$ cat src/rtl/shift_seq_ctrl.sv
// rtl/shift_seq_ctrl.sv - serializer/deserializer sequencer for an external SI/SO shift register
// Accepts a word, shifts it MSB-first into SI on divided clken pulses, flushes, and captures SO.
module shift_seq_ctrl #(
  parameter int WIDTH  = 4,
  parameter int DATA_W = 8,
  parameter int DIV_W  = 8
) (
  input  logic              clk,
  input  logic              rst_n,
  input  logic              in_valid,
  output logic              in_ready,
  input  logic [DATA_W-1:0] in_data,
  input  logic [DIV_W-1:0]  div,
  output logic              sr_si,
  output logic              sr_clken,
  input  logic              sr_so,
  output logic              out_valid,
  input  logic              out_ready,
  output logic [DATA_W-1:0] out_data,
  output logic              busy
);

  localparam int TOTAL = DATA_W + WIDTH;
  localparam int CNT_W = $clog2(TOTAL + 1);
  localparam logic [CNT_W-1:0] CNT_SHIFT_END = CNT_W'(DATA_W);
  localparam logic [CNT_W-1:0] CNT_LAST      = CNT_W'(TOTAL);
  localparam logic [CNT_W-1:0] CNT_CAP_FIRST = CNT_W'(WIDTH);

  typedef enum logic [1:0] {
    S_IDLE,
    S_SHIFT,
    S_FLUSH,
    S_DONE
  } state_t;

  state_t             r_state;
  logic [DATA_W-1:0]  r_tx;
  logic [DATA_W-1:0]  r_rx;
  logic [DIV_W-1:0]   r_div_q;
  logic [DIV_W-1:0]   r_div_cnt;
  logic [CNT_W-1:0]   r_cnt;
  logic               r_clken;
  logic               r_in_ready;
  logic               r_out_valid;
  logic               r_busy;

  logic [DIV_W-1:0]   w_div_next;
  logic [CNT_W-1:0]   w_cnt_next;
  logic               w_capture;

  always_comb begin
    w_div_next = (r_div_cnt == '0) ? r_div_q : r_div_cnt - 1'b1;
    w_cnt_next = r_cnt + 1'b1;
    // Enables WIDTH+1 .. WIDTH+DATA_W see the word on SO; earlier ones only push out stale bits.
    w_capture  = (r_cnt >= CNT_CAP_FIRST);
  end

  always_ff @(posedge clk or negedge rst_n) begin
    if (!rst_n) begin
      r_state     <= S_IDLE;
      r_tx        <= '0;
      r_rx        <= '0;
      r_div_q     <= '0;
      r_div_cnt   <= '0;
      r_cnt       <= '0;
      r_clken     <= 1'b0;
      r_in_ready  <= 1'b1;
      r_out_valid <= 1'b0;
      r_busy      <= 1'b0;
    end else begin
      case (r_state)
        S_IDLE: begin
          if (in_valid) begin
            r_tx       <= in_data;
            r_div_q    <= div;
            r_div_cnt  <= div;
            r_clken    <= (div == '0);
            r_cnt      <= '0;
            r_in_ready <= 1'b0;
            r_busy     <= 1'b1;
            r_state    <= S_SHIFT;
          end
        end

        S_SHIFT, S_FLUSH: begin
          // clken is registered, so it is computed from the divider value of the next cycle.
          r_div_cnt <= w_div_next;
          r_clken   <= (w_div_next == '0);
          if (r_clken) begin
            r_tx  <= r_tx << 1;
            r_cnt <= w_cnt_next;
            if (w_capture) begin
              r_rx <= (r_rx << 1) | DATA_W'(sr_so);
            end
            if ((r_state == S_SHIFT) && (w_cnt_next == CNT_SHIFT_END)) begin
              r_state <= S_FLUSH;
            end
            if (w_cnt_next == CNT_LAST) begin
              r_state     <= S_DONE;
              r_clken     <= 1'b0;
              r_out_valid <= 1'b1;
            end
          end
        end

        S_DONE: begin
          if (out_ready) begin
            r_out_valid <= 1'b0;
            r_in_ready  <= 1'b1;
            r_busy      <= 1'b0;
            r_state     <= S_IDLE;
          end
        end

        default: begin
          r_state <= S_IDLE;
        end
      endcase
    end
  end

  // tx is zero-filled as it shifts, so its MSB is already 0 through FLUSH and IDLE.
  assign sr_si     = r_tx[DATA_W-1];
  assign sr_clken  = r_clken;
  assign in_ready  = r_in_ready;
  assign out_valid = r_out_valid;
  assign out_data  = r_rx;
  assign busy      = r_busy;

endmodule

$ cat config.mk
export PLATFORM = sky130hd
export DESIGN_NAME = shift_seq_ctrl
export DESIGN_NICKNAME = d
export VERILOG_FILES = /design/src/rtl/shift_seq_ctrl.sv
export SDC_FILE = /design/constraint.sdc
export NUM_CORES = 1
export LEC_CHECK = 0
export CAP_MARGIN = 20
export CORE_UTILIZATION = 40
export DETAILED_ROUTE_END_ITERATION = 8
export PLACE_DENSITY = 0.7
export SLEW_MARGIN = 10
export SYNTH_ARGS = -nofsm -noshare
export SYNTH_HDL_FRONTEND = slang
export SYNTH_SLANG_ARGS = --single-unit
$ cat constraint.sdc
create_clock -name clk -period 3.61 [get_ports clk]
set_input_delay 0.722 -clock clk [delete_from_list [all_inputs] [get_ports clk]]
set_output_delay 0.722 -clock clk [all_outputs]
set_load 0.03 [all_outputs]
==> reports/metrics.cfg <==
[status]
status=complete, no violations

[critical_path]
slowest_delay_ns=0.73
start_kind=flop
cp_max_fo=8
crit_family=buffers and inverters
critical_path.cell_chain=clkdlybuf4s50_1
worst-path-buf-inv=1
cp.arrival_ns=1.55
worst_path_max_delay_cell=clkdlybuf4s50_1
cp_data_required_time_ns=2.89
critPathKind=reg -> out
cp-end-kind=output port

[power_and_ir_drop]
p_per_area_nw_per_um2=495
p_switching_mw=0.478
comb_power_share_pct=28.5
peakVddDrop_uv=275
p_seq_share_pct=48.9
switching_share_pct=34.5
p_leak_nw=1.32
p_clk_share_pct=22.6
p_int_mw=0.906

[die]
coreArea_sq_um=5570
die-area_sq_um=6160
fp.dieH_microns=78.5
pin_count=34
die_w_microns=78.5
rows=27
initial_core_util_pct=42.0

[synthesis]
synth.distinct_cells=48
ys.flop_type=dfrtp_1
syn_nets=268
syn-mean-instance-area_sq_um=9.74
synth-seq-cells=42
ys_async_sr_fraction_pct=100
synth_edf_count=0
ys_seq_area_share_pct=45.0
yosys_warnings=0
netlist_area_sq_um=2340
syn_inst=240

[timing]
rsz0062_at_grt=false
period_share_pct=63.0
setup_tns_ns=0
maxSlewViolCount=0
finalHoldViolCount=0
post-route-min-period_ns=2.27
setup_viol=0
slew_headroom_pct=37.1
tightest_slew_ns=0.944
clock_skew_ns=0.00625
fmax_mhz=440

[grt]
gr-usage-all-layers_pct=17.4
overflow=0
grt_pass1_vias=1728
grt_max_degree=43
antenna_found_initial=0
grt_pass1_wl_microns=8290

[layout]
utilization_pct=50.2
fill_cells=532
diodes=0
mostFrequentLayoutCell=dfrtp_1
num-nets-final=297
areaGrowthSynthToFinish_pct=19.6
drive_gt1_share_pct=12.2
layout_common_cells=dfrtp_1, clkdlybuf4s50_1, a21oi_1, nor2_1

[flow_run]
max-cap-violations=0

[clock_tree]
cts_buffer_depth=2
post_cts_buffers=0
ctsRootBufferMaster=clkbuf_8
cts_resized=0
numCtsBuffers=5
cts.sinks=42
hold_buffers=0
cts-htree-levels=2
clock_latency_ns=0.31
tritoncts=built
clk_pin_slew_ns=0.08

[place]
dp_hpwl_microns=3240
port-buffer-count=33
gp_congestion=0.822

[route]
viasPerCell=5.37
firstDrtPassIters=4
wl_per_cell_microns=14.3
dr.first_iter.drc_count=129
num_vias=1838
wl_microns=4880
drc=0
ant_nets=0

[worst_hold_path]
hold_class=reg -> reg

worst min-delay path, cell delays in order, from the launching register on:
cell and delay [ns]:
dfrtp_1 0.37, nand2_1 0.05, o21ai_0 0.05
kinds of logic after synthesis:
logic type	Yosys count	share of synthesized area (%)
muxes	26	12.0
and+or+nand+nor	70	14.3
adders and majority gates	7	3.75
xor gates and xnor gates	4	1.50
buffers and inverters	26	4.92
DFF	42	45.0
AOI/OAI and AO/OA	65	18.5
flip-flops by register name (all words and copies together) (netlist names):
signal	count
out_data	8
out_valid	1
r_div_cnt	8
in_ready	1
sr_clken	1
busy	1
r_state	2
r_div_q	8
r_tx	8
r_cnt	4
cell type report:
cell class,count,area [sq um],share of cell area (%)
repair buffers,36,348,12.4
clock inverters,3,21.3,0.761
clock buffers,5,68.8,2.46
multi-input cells,172,1170,41.9
inverters,12,45.0,1.61
flip-flops and latches,42,1050,37.6
well taps,72,90.1,3.22
path summary, 6_finish.rpt:
path                              start          to  slack (ns)  depth (start not counted)
max                            sr_clken    sr_clken        1.34                          1
min reg2reg                   out_valid   out_valid        0.51                          2
max reg2reg                r_div_cnt[0]    sr_clken        1.40                          7
min                           out_valid   out_valid        0.51                          2
min in group asynchronous         rst_n  r_div_q[7]        0.56                          1
max in group asynchronous         rst_n    r_cnt[0]        2.47                          1
per-layer routing:
metal  share of wire [%]  up-vias  track usage [%]
met5                   0        -                0
met2                  45       41             26.1
met1                  49      873             24.2
met4                 1.6        0             7.22
li1                    -      917                -
met3                 4.5        7             3.84
synthesized netlist by cell type (all sizes together), types with 5 or more instances:
library cell	instances	area share, %
a21oi	25	5.4
clkbuf	11	1.8
dfrtp	41	44
ha	7	3.7
inv	12	1.9
mux2	17	8.2
mux2i	9	3.9
nand2	17	2.7
nand3	5	1.1
nor2	24	3.9
nor3	6	1.3
o211ai	6	1.9
o21ai	9	1.9
stage by stage:
| step | setup WS [ns] | area [sq um] | hold WS, ns | cells | total power, mW |
|---|---|---|---|---|---|
| 2_1_floorplan | 1.64 | 2340 | 0.426 | 240 | 0.981 |
| 3_3_place_gp | 1.13 | 2710 | 0.484 | 334 | 1.06 |
| 3_5_place_dp | 1.04 | 2710 | 0.495 | 334 | 1.07 |
| 4_1_cts | 1.33 | 2800 | 0.516 | 342 | 1.39 |
| 5_1_grt | 1.20 | 2800 | 0.527 | 342 | 1.48 |
| 6_report | 1.34 | 2800 | 0.508 | 342 | 1.38 |
power by group through the flow:
stage	clock network, mW	logic, mW	registers [mW]
final	0.313	0.395	0.676
after global routing	0.347	0.445	0.691
after floorplan	0	0.323	0.658
after detailed placement	0	0.390	0.682
after CTS	0.326	0.395	0.674
after global placement	0	0.385	0.680
(Power assumes the default switching activity.)
